## config.mk

```make
export PLATFORM = sky130hd
export DESIGN_NAME = acc_result_arbiter
export DESIGN_NICKNAME = d
export VERILOG_FILES = /design/src/rtl/acc_pkg.sv /design/src/rtl/acc_col_fifo.sv /design/src/rtl/acc_result_arbiter.sv
export SDC_FILE = /design/constraint.sdc
export NUM_CORES = 1
export LEC_CHECK = 0
export BUFFER_PORTS_ARGS = -buffer_cell sky130_fd_sc_hd__buf_2
export CAP_MARGIN = 40
export CORE_MARGIN = 4
export CORE_UTILIZATION = 41
export DETAILED_ROUTE_END_ITERATION = 7
export SKIP_CTS_REPAIR_TIMING = 1
export SLEW_MARGIN = 20
export SYNTH_ARGS = -nofsm -noshare
export SYNTH_HDL_FRONTEND = slang
export SYNTH_SLANG_ARGS = --single-unit
```

## constraint.sdc

```tcl
create_clock -name clk -period 13.5 [get_ports clk]
set_input_delay 1.35 -clock clk [delete_from_list [all_inputs] [get_ports clk]]
set_output_delay 1.35 -clock clk [all_outputs]
set_load 0.01 [all_outputs]
```

## src/rtl/acc_pkg.sv

```systemverilog
// Shared constants and types for the accumulator result arbiter.
// Entries are stored as {last, addr, data} in every column FIFO.
package acc_pkg;

    localparam int N_COL  = 16;
    localparam int DATA_W = 8;
    localparam int ADDR_W = 10;
    localparam int DEPTH  = 4;

    typedef struct packed {
        logic              last;
        logic [ADDR_W-1:0] addr;
        logic [DATA_W-1:0] data;
    } acc_entry_t;

    typedef enum logic [1:0] {
        IDLE  = 2'd0,
        RUN   = 2'd1,
        DRAIN = 2'd2,
        DONE  = 2'd3
    } acc_state_e;

endpackage

```

## src/rtl/acc_col_fifo.sv

```systemverilog
// Small synchronous FIFO for one accumulator column.
// A push while full is accepted only when a pop frees the slot in the same cycle.
module acc_col_fifo #(
    parameter int W     = 19,
    parameter int DEPTH = 4
) (
    input  logic                       clk,
    input  logic                       rst,
    input  logic                       push_i,
    input  logic                       pop_i,
    input  logic [W-1:0]               din_i,
    output logic [W-1:0]               dout_o,
    output logic                       full_o,
    output logic                       empty_o,
    output logic [$clog2(DEPTH+1)-1:0] count_o
);

    localparam int PTR_W = $clog2(DEPTH);
    localparam int CNT_W = $clog2(DEPTH + 1);

    logic [W-1:0]     mem_q [DEPTH];
    logic [W-1:0]     mem_d [DEPTH];
    logic [PTR_W-1:0] wr_ptr_q, wr_ptr_d;
    logic [PTR_W-1:0] rd_ptr_q, rd_ptr_d;
    logic [CNT_W-1:0] count_q, count_d;
    logic             push_ok;
    logic             pop_ok;

    assign full_o  = (count_q == CNT_W'(DEPTH));
    assign empty_o = (count_q == '0);
    assign count_o = count_q;
    assign dout_o  = mem_q[rd_ptr_q];

    assign pop_ok  = pop_i && !empty_o;
    assign push_ok = push_i && (!full_o || pop_ok);

    // Pointers wrap naturally because DEPTH is a power of two.
    always_comb begin
        wr_ptr_d = wr_ptr_q + PTR_W'(push_ok);
        rd_ptr_d = rd_ptr_q + PTR_W'(pop_ok);
        count_d  = count_q + CNT_W'(push_ok) - CNT_W'(pop_ok);
        mem_d    = mem_q;
        if (push_ok) begin
            mem_d[wr_ptr_q] = din_i;
        end
    end

    always_ff @(posedge clk) begin
        if (rst) begin
            wr_ptr_q <= '0;
            rd_ptr_q <= '0;
            count_q  <= '0;
        end else begin
            wr_ptr_q <= wr_ptr_d;
            rd_ptr_q <= rd_ptr_d;
            count_q  <= count_d;
        end
    end

    always_ff @(posedge clk) begin
        mem_q <= mem_d;
    end

endmodule

```

## src/rtl/acc_result_arbiter.sv

```systemverilog
// Serialises per-column accumulator results onto one write port through
// per-column FIFOs, a round-robin arbiter and a layer-tracking FSM.
module acc_result_arbiter #(
    parameter int N_COL  = acc_pkg::N_COL,
    parameter int DATA_W = acc_pkg::DATA_W,
    parameter int ADDR_W = acc_pkg::ADDR_W,
    parameter int DEPTH  = acc_pkg::DEPTH
) (
    input  logic                      clk,
    input  logic                      rst,
    input  logic                      cfg_start_i,
    input  logic [N_COL-1:0]          conv_valid_i,
    input  logic [N_COL-1:0]          conv_last_i,
    input  logic [N_COL*DATA_W-1:0]   conv_result_i,
    input  logic [N_COL*ADDR_W-1:0]   addr_i,
    output logic [N_COL-1:0]          col_ready_o,
    output logic                      wr_valid_o,
    input  logic                      wr_ready_i,
    output logic [DATA_W-1:0]         wr_data_o,
    output logic [ADDR_W-1:0]         wr_addr_o,
    output logic [$clog2(N_COL)-1:0]  wr_col_o,
    output logic                      wr_last_o,
    output logic                      busy_o,
    output logic                      layer_done_o,
    output logic [N_COL-1:0]          ovf_o
);

    import acc_pkg::*;

    localparam int COL_W = $clog2(N_COL);
    localparam int CNT_W = $clog2(DEPTH + 1);

    acc_entry_t       fifo_din   [N_COL];
    acc_entry_t       fifo_dout  [N_COL];
    logic [CNT_W-1:0] fifo_count [N_COL];
    logic [N_COL-1:0] fifo_full;
    logic [N_COL-1:0] fifo_empty;
    logic [N_COL-1:0] pop;
    logic [N_COL-1:0] overflow;
    logic [N_COL-1:0] last_hit;

    logic             load;
    logic             found;
    logic [COL_W-1:0] grant;
    logic             start_ok;

    acc_state_e       state_q, state_d;
    logic [COL_W-1:0] rr_ptr_q, rr_ptr_d;
    logic             wr_valid_q, wr_valid_d;
    acc_entry_t       wr_entry_q, wr_entry_d;
    logic [COL_W-1:0] wr_col_q, wr_col_d;
    logic [N_COL-1:0] last_seen_q, last_seen_d;
    logic [N_COL-1:0] ovf_q, ovf_d;

    for (genvar c = 0; c < N_COL; c++) begin : g_col
        assign fifo_din[c] = '{last: conv_last_i[c],
                               addr: addr_i[c*ADDR_W +: ADDR_W],
                               data: conv_result_i[c*DATA_W +: DATA_W]};
        assign col_ready_o[c] = (fifo_count[c] != CNT_W'(DEPTH));

        acc_col_fifo #(
            .W     ($bits(acc_entry_t)),
            .DEPTH (DEPTH)
        ) u_fifo (
            .clk     (clk),
            .rst     (rst),
            .push_i  (conv_valid_i[c]),
            .pop_i   (pop[c]),
            .din_i   (fifo_din[c]),
            .dout_o  (fifo_dout[c]),
            .full_o  (fifo_full[c]),
            .empty_o (fifo_empty[c]),
            .count_o (fifo_count[c])
        );
    end

    // The output register may load whenever it is empty or its beat is leaving.
    assign load     = !wr_valid_q || wr_ready_i;
    assign overflow = conv_valid_i & fifo_full & ~pop;
    assign last_hit = conv_valid_i & conv_last_i;
    assign start_ok = (state_q == IDLE) && cfg_start_i;

    always_comb begin
        found = 1'b0;
        grant = rr_ptr_q;
        for (int i = 0; i < N_COL; i++) begin
            if (!found && !fifo_empty[(int'(rr_ptr_q) + i) % N_COL]) begin
                found = 1'b1;
                grant = COL_W'((int'(rr_ptr_q) + i) % N_COL);
            end
        end
        pop        = '0;
        pop[grant] = load && found;
    end

    always_comb begin
        wr_valid_d = wr_valid_q;
        wr_entry_d = wr_entry_q;
        wr_col_d   = wr_col_q;
        rr_ptr_d   = rr_ptr_q;
        if (load) begin
            wr_valid_d = found;
            if (found) begin
                wr_entry_d = fifo_dout[grant];
                wr_col_d   = grant;
                rr_ptr_d   = COL_W'((int'(grant) + 1) % N_COL);
            end
        end
    end

    // A new layer wipes history; overflow seen in the start cycle still counts.
    always_comb begin
        last_seen_d = last_seen_q;
        if (start_ok) begin
            last_seen_d = '0;
        end else if (state_q == RUN) begin
            last_seen_d = last_seen_q | last_hit;
        end
        ovf_d = (start_ok ? '0 : ovf_q) | overflow;
    end

    always_comb begin
        state_d = state_q;
        case (state_q)
            IDLE:    if (cfg_start_i) state_d = RUN;
            RUN:     if (&(last_seen_q | last_hit)) state_d = DRAIN;
            DRAIN:   if (&fifo_empty && load) state_d = DONE;
            DONE:    state_d = IDLE;
            default: state_d = IDLE;
        endcase
    end

    always_comb begin
        busy_o       = (state_q != IDLE);
        layer_done_o = (state_q == DONE);
    end

    always_ff @(posedge clk) begin
        if (rst) begin
            state_q <= IDLE;
        end else begin
            state_q <= state_d;
        end
    end

    always_ff @(posedge clk) begin
        if (rst) begin
            rr_ptr_q    <= '0;
            wr_valid_q  <= 1'b0;
            wr_entry_q  <= '0;
            wr_col_q    <= '0;
            last_seen_q <= '0;
            ovf_q       <= '0;
        end else begin
            rr_ptr_q    <= rr_ptr_d;
            wr_valid_q  <= wr_valid_d;
            wr_entry_q  <= wr_entry_d;
            wr_col_q    <= wr_col_d;
            last_seen_q <= last_seen_d;
            ovf_q       <= ovf_d;
        end
    end

    assign wr_valid_o = wr_valid_q;
    assign wr_data_o  = wr_entry_q.data;
    assign wr_addr_o  = wr_entry_q.addr;
    assign wr_last_o  = wr_entry_q.last;
    assign wr_col_o   = wr_col_q;
    assign ovf_o      = ovf_q;

endmodule

```

-- Word level (Yosys, flattened, before mapping)
Index checks and enable logic that the tools add are counted.
W data, S select, Z words.
- bits in registers: 1390
- output and inout port bits: 58
- word-level logic and storage cells: 729
- input bits: 324
- reductions and logical operators: 184
- $lt $le $gt $ge: 67
- bitwise logic cells: 55
- equal/unequal tests: 38
- add/sub/neg operators: 80
- multiplexer cells: 184
- operators by type and width (operator ; number):
    $bwmux W76 ; 16
    $mux W19 ; 50
    $bmux W19 S2 ; 16
    $demux W19 S2 ; 16
    $ge A3 B3 Y1 const B ; 32
    $not A2 Y3 ; 32
    $lt A5 B6 Y1 const B ; 15
    $bmux W19 S4 ; 1
    $logic_and A1 B1 Y1 ; 67
    $add A2 B1 Y2 ; 32
    $and A16 B16 Y16 ; 4
    $bmux W1 S4 ; 16
    $logic_not A1 Y1 ; 62
    $mux W4 ; 15
    $reduce_or A4 Y1 ; 15
    $add A3 B1 Y3 ; 16
    $eq A3 B3 Y1 const B ; 16
    $logic_not A3 Y1 ; 16
    $lt A3 B1 Y1 const B ; 16
    $mux W1 ; 48
    $ne A3 B3 Y1 const B ; 16
    $sub A3 B1 Y3 ; 16
    $add A4 B4 Y4 const B ; 8
    $or A16 B16 Y16 ; 2
    other kinds (24) ; 65

-- Depth between registers and ports, before layout
Gate-level depths: netlist of the first run.
- depth after elaboration: 61
- mapped depth: 28
- gate-level depth less buffers: 21

-- Cells and area by module
A second synthesis of the first run with hierarchy kept.
- cell total of the unflattened synthesis: 3261
- area total of the unflattened synthesis: 58866.5 um^2
- by module, submodules not included (module ; times used ; seq. area each (um^2) ; cells an instance ; area an instance (um^2)):
    acc_col_fifo at g_col[0].u_fifo ... ; 15 ; 2422.3 ; 137 ; 3151.8
    acc_result_arbiter ; 1 ; 1241.2 ; 1069 ; 8441.8
    acc_col_fifo at g_col[9].u_fifo ; 1 ; 2422.3 ; 137 ; 3148.0

-- Worst setup path after synthesis of the first run
No wires, ideal clock.
- path kind: register to register
- from: reg rr_ptr_q[0]
- to: reg g_col[3].u_fifo.mem_q[38] (netlist bit), enable pin
- stages on the path, launching flop included: 21
- period minus slack after synthesis: 6.682 ns
- buffers on the path: 5
- required time: 13.077 ns
- arrival: 6.259 ns
- slack: 6.818 ns
- cell sequence: dfxtp_1 buf_4 inv_2 buf_2 ha_1 buf_2 or4_1 o2111ai_1 a21boi_2 a21oi_1 or4_4 buf_6 a2111o_1 a32o_1 o221a_4 nor2_8 o21ai_2 or3_1 buf_2 a31o_1 nor3b_1
- longest elaborated chain between the ends: 57
- elaborated cells on any way between the ends: 147
- those cells by class: add/sub: 15; order compare: 2; mux: 80; bitwise: 1; reduce/logical: 49
- ends and longest elaborated chain (item ; line ; source):
    start: declaration ; acc_result_arbiter.sv:48 ; logic [COL_W-1:0] rr_ptr_q, rr_ptr_d;
    start signal: assignment ; acc_result_arbiter.sv:155 ; rr_ptr_q <= rr_ptr_d;
    $add A4 B1 Y4 ; acc_result_arbiter.sv:87, acc_result_arbiter.sv:89 ;
    $bmux W1 S4 ; acc_result_arbiter.sv:87 ; if (!found && !fifo_empty[(int'(rr_ptr_q) + i) % N_COL]) begin
    $mux W1 (not written as such) (2 in series) ; acc_result_arbiter.sv:87 ;
    $logic_not A1 Y1 ; acc_result_arbiter.sv:87 ;
    $logic_and A1 B1 Y1 ; acc_result_arbiter.sv:87 ;
    $mux W1 ; acc_result_arbiter.sv:87 ;
    $logic_not A1 Y1 ; acc_result_arbiter.sv:87 ;
    $logic_and A1 B1 Y1 ; acc_result_arbiter.sv:87 ;
    (+40 left out) ; n/a ;
    $lt A4 B5 Y1 (not written as such) / $ge A4 B1 Y1 (equally long branches) ; acc_result_arbiter.sv:93 ; pop[grant] = load && found;
    $logic_and A1 B1 Y1 ; acc_result_arbiter.sv:93 ;
    $mux W1 (not written as such) ; acc_result_arbiter.sv:93 ;
    $demux W1 S4 ; acc_result_arbiter.sv:93 ;
    $and A16 B16 Y16 (no source line) * ; n/a ;
    $logic_and A1 B1 Y1 * ; acc_col_fifo.sv:34 ; assign pop_ok = pop_i && !empty_o;
    $logic_or A1 B1 Y1 * ; acc_col_fifo.sv:35 ; assign push_ok = push_i && (!full_o || pop_ok);
    $logic_and A1 B1 Y1 * ; acc_col_fifo.sv:35 ;
    end signal: assignment ; acc_col_fifo.sv:61 ; mem_q <= mem_d;
    end: declaration ; acc_col_fifo.sv:21 ; logic [W-1:0] mem_q [DEPTH];
Mark *: on every way between the ends. The rest lies on a longest branch, timed or not. The select of a mux whose other input is x is not followed.
A chain may end at the register's enable or synchronous reset.

-- Worst setup path in the final report of the first run
- from: reg rr_ptr_q[0]
- to: reg g_col[0].u_fifo.count_q[2]
- longest elaborated chain between the ends: 59
- elaborated cells on any way between the ends: 149
- those cells by class: add/sub: 17; order compare: 2; mux: 80; bitwise: 1; reduce/logical: 49
- ends and longest elaborated chain (item ; line ; source):
    $add A4 B1 Y4 ; acc_result_arbiter.sv:87, acc_result_arbiter.sv:89 ;
    $bmux W1 S4 ; acc_result_arbiter.sv:87 ;
    $mux W1 (not written as such) (2 in series) ; acc_result_arbiter.sv:87 ;
    $logic_not A1 Y1 ; acc_result_arbiter.sv:87 ;
    $logic_and A1 B1 Y1 ; acc_result_arbiter.sv:87 ;
    $mux W1 ; acc_result_arbiter.sv:87 ;
    $logic_not A1 Y1 ; acc_result_arbiter.sv:87 ;
    $logic_and A1 B1 Y1 ; acc_result_arbiter.sv:87 ;
    (+42 left out) ; n/a ;
    $mux W1 (not written as such) ; acc_result_arbiter.sv:93 ;
    $demux W1 S4 ; acc_result_arbiter.sv:93 ;
    $and A16 B16 Y16 (no source line) * ; n/a ;
    $logic_and A1 B1 Y1 * ; acc_col_fifo.sv:34 ;
    $logic_or A1 B1 Y1 ; acc_col_fifo.sv:35 ;
    $logic_and A1 B1 Y1 ; acc_col_fifo.sv:35 ;
    $add A3 B1 Y3 ; acc_col_fifo.sv:41 ; count_d = count_q + CNT_W'(push_ok) - CNT_W'(pop_ok);
    $sub A3 B1 Y3 * ; acc_col_fifo.sv:41 ;
    end signal: assignment ; acc_col_fifo.sv:56 ; count_q <= count_d;
    end: declaration ; acc_col_fifo.sv:25 ; logic [CNT_W-1:0] count_q, count_d;
Marked as above.

==> flow_summary.yaml, run 1 <==
place:
  io_buffers: 381
  place_congestion: 0.918
  hpwlAfterDp_um: 115000
synth:
  synthMuxAreaShare: 0.166
  synthXorXnorAreaFrac: 0.0158
  synth_compound_area_frac: 0.0354
  synth_fp_nets: 3585
  netlist_area_sq_um: 57500
  synth_area_leaders: "edfxtp_1, mux4_2, dfxtp_1"
  synth_area_leader_cell: "edfxtp_1"
  yosysUniqueCellTypes: 90
  synth-simple-area-share: 0.0566
  syn_inst: 3200
  synth_edf_count: 1216
  async_flop_share: 0
  ys_warn_count: 0
  yosysTopAreaCellShare: 0.635
  synthAdderAreaFrac: 0.0154
  ys_ff_latch: 1390
  synthFlopType: "edfxtp_1"
  seq_area_frac_synth: 0.695
  syn_avg_cell_area_sq_um: 18.0
  synth_top_family_by_area: "multiplexers"
die:
  design.core.area_sq_um: 140000
  start_util: 0.412
  die_w_um: 383
  dieArea_sq_um: 146000
  ios: 382
  die_h_um: 383
  rows: 137
worst_setup_path:
  crit_path_max_fanout: 42
  slowest_delay_ps: 670
  required_ps: 14140
  crit_arrival_ps: 8340
  crit_slowest_cell: "buf_4"
  criticalPathCategory: "register to register"
  crit_buf_inv: 6
  end_kind: "register"
  crit_chain: "inv_2 > ha_1 > buf_4 > inv_1 > mux4_2 > mux4_2 > nand2_1 > or4_4 > nor4_1 > a311oi_1 > o21a_1 > buf_4 > nor2_4 > buf_4 > nor3_2 > o21ai_1 > inv_1 > ha_1 > fa_1 > xnor2_1 > xnor2_1 > nor2_1"
  critPathTopFamily: "buffers and inverters"
  crit_path_frequent_cell: "buf_4"
  cp-start-kind: "register"
global_route:
  grt_pass1_wl_um: 228000
  antenna_found_initial: 52
  grt_max_degree: 87
  grt_pass1_vias: 31900
  grt_overflow: 0
  grt_use_total: 0.217
timing:
  rsz0062_at_grt: "false"
  fmax_mhz: 130
  period_needed_ps: 7700
  max_slew.worst_pin.slew_ps: 1070
  finClkSkew_ps: 46.2
  period_share: 0.570
  hold_viol: 0
  finalSetupViolations: 0
  tns_ps: 0
  finalMaxSlewViolations: 0
  slew_headroom: 0.279
routing:
  drtPass1Iterations: 5
  wirelength_um: 160000
  drt_first_iter_violations: 2932
  vias_per_cell: 5.60
  remaining_drc_errors: 0
  wire_per_inst_um: 28.0
  ant_nets: 0
  vias: 32000
clocking:
  cts_buffer_depth: 3
  cts_tree: "yes"
  insertion_delay_ps: 790
  cts_made_buffers: 149
  cts.sinks: 1390
  cts_root_buf: "clkbuf_16"
  cts_max_level: 4
  clk_pin_slew_ps: 60
final_layout:
  nets: 4080
  n_fill_cell: 11900
  final_cell_mix: "edfxtp_1, buf_2, mux4_2"
  final_common_cell: "edfxtp_1"
  syn2layout_area_growth_pct: 17.4
  drive_gt1_frac: 0.316
worst_hold_path:
  hold_path_class: "register to register"
run_status:
  status: "complete, no violations"
job:
  drv_cap: 0
layer usage:
layer | wire, um | vias up | GRT usage
li1 | - | 13900 | -
met1 | 65200 | 16500 | 0.293
met2 | 76300 | 1230 | 0.341
met3 | 13000 | 283 | 0.0571
met4 | 5540 | 18 | 0.0757
met5 | 119 | - | 0
cell families (layout without fill, tap and decap cells):
| kind of cell | count (synthesis) | in the layout |
|---|---|---|
| multiplexers | 527 | 527 |
| other | 0 | 25 |
| AND/OR/NAND/NOR | 608 | 608 |
| adder cells (fa/ha/maj) | 61 | 61 |
| buffers and inverters | 221 | 840 |
| XOR/XNOR | 102 | 102 |
| flip-flops | 1390 | 1390 |
| AO/OA/AOI/OAI | 291 | 291 |
area by class of cell:
cell class,count,area (sq um),area share
Sequential cell,1390,40000,0.592
Multi-Input combinational cell,1589,16900,0.251
Clock buffer,193,3960,0.0587
Timing Repair Buffer,508,2960,0.0439
Tap cell,1876,2350,0.0347
Clock inverter,82,1070,0.0159
Inverter,57,214,0.00317
Antenna cell,25,62.6,0.000926
cell usage after synthesis (all sizes together), types with 10 or more instances:
cell and count:
nor2 172, a31oi 18, o21ai 78, and3 15, nor4 13, a21oi 46
mux2i 164, mux2 24, nor3 56, fa 16, xnor2 76, dfxtp 174
nor3b 34, buf 66, nand3 94, o31ai 16, ha 45, or3 26
clkbuf 98, nand2 86, nand4 15, edfxtp 1216, and4 10, o211ai 21
nor2b 44, mux4 339, inv 57, xor2 26
sequential cells by signal, summed over array words and instances (netlist names):
signal                 cells
g_col.u_fifo.count_o      48
wr_col_o                   4
state_q                    2
g_col.u_fifo.mem_q      1216
rr_ptr_q                   4
wr_last_o                  1
last_seen_q               16
g_col.u_fifo.rd_ptr_q     32
wr_addr_o                 10
wr_valid_o                 1
ovf_o                     16
g_col.u_fifo.wr_ptr_q     32
wr_data_o                  8
worst reg2reg max path: stages (launching register included):
cell and delay, ps:
dfxtp_1 320, inv_2 430, ha_1 350, buf_4 230, inv_1 570, mux4_2 400, mux4_2 340, nand2_1 160
or4_4 620, nor4_1 360, a311oi_1 230, o21a_1 160, buf_4 260, nor2_4 670, buf_4 670, nor3_2 190
o21ai_1 450, inv_1 140, ha_1 240, fa_1 380, xnor2_1 180, xnor2_1 140, nor2_1 50
path summary, 6_finish.rpt:
kind / startpoint / endpoint / slack, ps / depth (start not counted)
setup / recovery: rr_ptr_q[0]$_SDFFE_PP0N_ / g_col[0].u_fifo.count_o[2]$_SDFF_PP0_ / 5800 / 22
hold / removal: ovf_o[6]$_SDFF_PP0_ / ovf_o[6]$_SDFF_PP0_ / 450 / 1
setup reg to reg: rr_ptr_q[0]$_SDFFE_PP0N_ / g_col[0].u_fifo.count_o[2]$_SDFF_PP0_ / 5800 / 22
hold reg to reg: ovf_o[6]$_SDFF_PP0_ / ovf_o[6]$_SDFF_PP0_ / 450 / 1
through the flow:
stage	setup WS, ps	hold slack (ps)	instances	cell area [sq um]	util
global route	5390	478	5699	67500	0.484
detailed placement	5940	442	5418	62400	0.447
global placement	5810	435	5400	62200	0.446
CTS	5900	456	5693	67500	0.484
floorplan	6820	438	3200	57500	-
finish	5800	455	5720	67600	0.484
Power of run 1 is left out: the tool's default activity adds up to more than one toggle a clock period on the data nets, which glitch-free logic cannot reach.
==> inputs of run 2 (changes only) <==
==> constraint.sdc (replaced) <==
create_clock -name clk -period 7.1 [get_ports clk]
set_input_delay 0.71 -clock clk [delete_from_list [all_inputs] [get_ports clk]]
set_output_delay 0.71 -clock clk [all_outputs]
set_load 0.01 [all_outputs]
==> run 2 against run 1 <==
  * Maximum frequency increased by 24%
  * Setup slack got worse by 4900 ps
  * Via count about the same
  * Final area is 0.17% higher
  * Critical path depth is the same
  * Worst hold slack got worse by 340 ps
  * Non-clock buffer count up 47
  * Critical path type unchanged
  * Register-to-register slack worse by 4900 ps
  * Critical endpoint is now g_col[9].u_fifo.count_o[2]$_SDFF_PP0_
  * Sequential share of layout area shrank 0.10 points
  * Flip-flop and latch count did not move
==> flow_summary.yaml, run 2 (synthesis gave the netlist of run 1 again) <==
run_status:
  status: "complete, no violations"
timing:
  rsz0062_at_grt: "false"
  slew_headroom: 0.435
  hold_viol: 0
  finClkSkew_ps: 58.4
  period_needed_ps: 6210
  tns_ps: 0
  max_slew.worst_pin.slew_ps: 824
  finalMaxSlewViolations: 0
  period_share: 0.874
  hold_slack_ps: 119
  fmax_mhz: 161
  finalSetupViolations: 0
die:
  dieArea_sq_um: 146000
  rows: 137
  start_util: 0.412
  ios: 382
  die_h_um: 383
  design.core.area_sq_um: 140000
  die_w_um: 383
clocking:
  cts_buffer_depth: 3
  clk_pin_slew_ps: 60
  cts_max_level: 4
  cts_made_buffers: 151
  cts_root_buf: "clkbuf_16"
  cts.sinks: 1390
  cts_tree: "yes"
  insertion_delay_ps: 810
worst_setup_path:
  r2r_slack_ps: 890
  crit_path_frequent_cell: "inv_1"
  crit_slowest_cell: "or4_4"
  crit_path_max_fanout: 16
  worst_r2r_startpoint: "rr_ptr_q[1]$_SDFFE_PP0N_"
  crit_chain: "inv_1 > ha_1 > inv_1 > buf_4 > mux4_2 > mux4_2 > nand2_1 > or4_4 > a2111o_1 > a32o_1 > o221a_4 > nor2_8 > nor3b_4 > and3_1 > o21ai_1 > inv_1 > ha_1 > inv_1 > fa_1 > xor2_1 > xnor2_1 > nor2_1"
  r2r_cells: 22
  cp-start-kind: "register"
  slowest_delay_ps: 620
  r2r-end: "g_col[9].u_fifo.count_o[2]$_SDFF_PP0_"
  required_ps: 7760
  crit_arrival_ps: 6870
  criticalPathCategory: "register to register"
  end_kind: "register"
final_layout:
  largest_register_ffs: 1216
  final_cell_mix: "edfxtp_1, buf_2, mux4_2"
  final_common_cell: "edfxtp_1"
  utilization: 0.485
  nets: 4129
  fin_area_sq_um: 67700
  top_register: "g_col.u_fifo.mem_q"
  n_fill_cell: 11800
  drive_gt1_frac: 0.322
  syn2layout_area_growth_pct: 17.6
worst_hold_path:
  worstHoldStart: "conv_result_i[13]"
  hold_end: "g_col[1].u_fifo.mem_q[62]$_DFFE_PP_"
  hold_path_class: "input pin to register"
  min_delay_path_depth: 1
global_route:
  grt_pass1_vias: 32400
  grt_use_total: 0.217
  antenna_found_initial: 67
  grt_pass1_wl_um: 228000
  grt_max_degree: 83
  grt_overflow: 0
routing:
  wire_per_inst_um: 27.6
  drt_first_iter_violations: 2948
  wirelength_um: 160000
  vias: 32000
  remaining_drc_errors: 0
  ant_nets: 0
  vias_per_cell: 5.55
  drtPass1Iterations: 6
place:
  hpwlAfterDp_um: 114000
  place_congestion: 0.917
  io_buffers: 381
  placed_area_sq_um: 62800
job:
  drv_cap: 0
-- run 2: area by class of cell --
class | count | area [sq um] | share of cell area
multi-input cells | 1589 | 16900 | 0.250
inverters | 57 | 214 | 0.00316
clock inverters | 74 | 758 | 0.0112
repair buffers | 555 | 3290 | 0.0486
diodes | 28 | 70.1 | 0.00104
well taps | 1876 | 2350 | 0.0347
flip-flops and latches | 1390 | 40000 | 0.591
clock buffers | 201 | 4060 | 0.0599
-- run 2: worst max path at each step --
stage / startpoint / endpoint / slack (ps)
after floorplan: rr_ptr_q[0]$_SDFFE_PP0N_ / g_col[3].u_fifo.mem_q[38]$_DFFE_PP_ / 420
after global placement: rr_ptr_q[2]$_SDFFE_PP0N_ / wr_data_o[4]$_SDFFE_PP0N_ / 780
final: rr_ptr_q[1]$_SDFFE_PP0N_ / g_col[9].u_fifo.count_o[2]$_SDFF_PP0_ / 890
after detailed placement: rr_ptr_q[0]$_SDFFE_PP0N_ / g_col[7].u_fifo.count_o[2]$_SDFF_PP0_ / 980
after CTS: rr_ptr_q[0]$_SDFFE_PP0N_ / g_col[7].u_fifo.count_o[2]$_SDFF_PP0_ / 940
after global routing: rr_ptr_q[0]$_SDFFE_PP0N_ / g_col[7].u_fifo.count_o[2]$_SDFF_PP0_ / 460
-- run 2: per-layer routing --
metal	vias to the layer above	global-route usage	part of all wire
met5	-	0	0.0015
met4	38	0.0817	0.035
met3	281	0.0631	0.088
met2	1171	0.343	0.48
met1	16500	0.285	0.40
li1	14000	-	-
-- run 2: metrics by stage --
step / instances / setup WS [ps]
global placement: 5459 / 785
floorplan: 3200 / 418
global route: 5747 / 464
detailed placement: 5466 / 984
CTS: 5741 / 941
finish: 5770 / 894
-- run 2: worst max-delay path, delay by kind of cell (launching register included) --
family,cells,cell delay [ps]
xor gates and xnor gates,2,310
AOI/OAI and AO/OA,4,1130
buffers and inverters,5,860
and+or+nand+nor,6,1950
adders and majority gates,3,850
DFF,1,330
muxes,2,620
Power of run 2 is left out for the same reason.
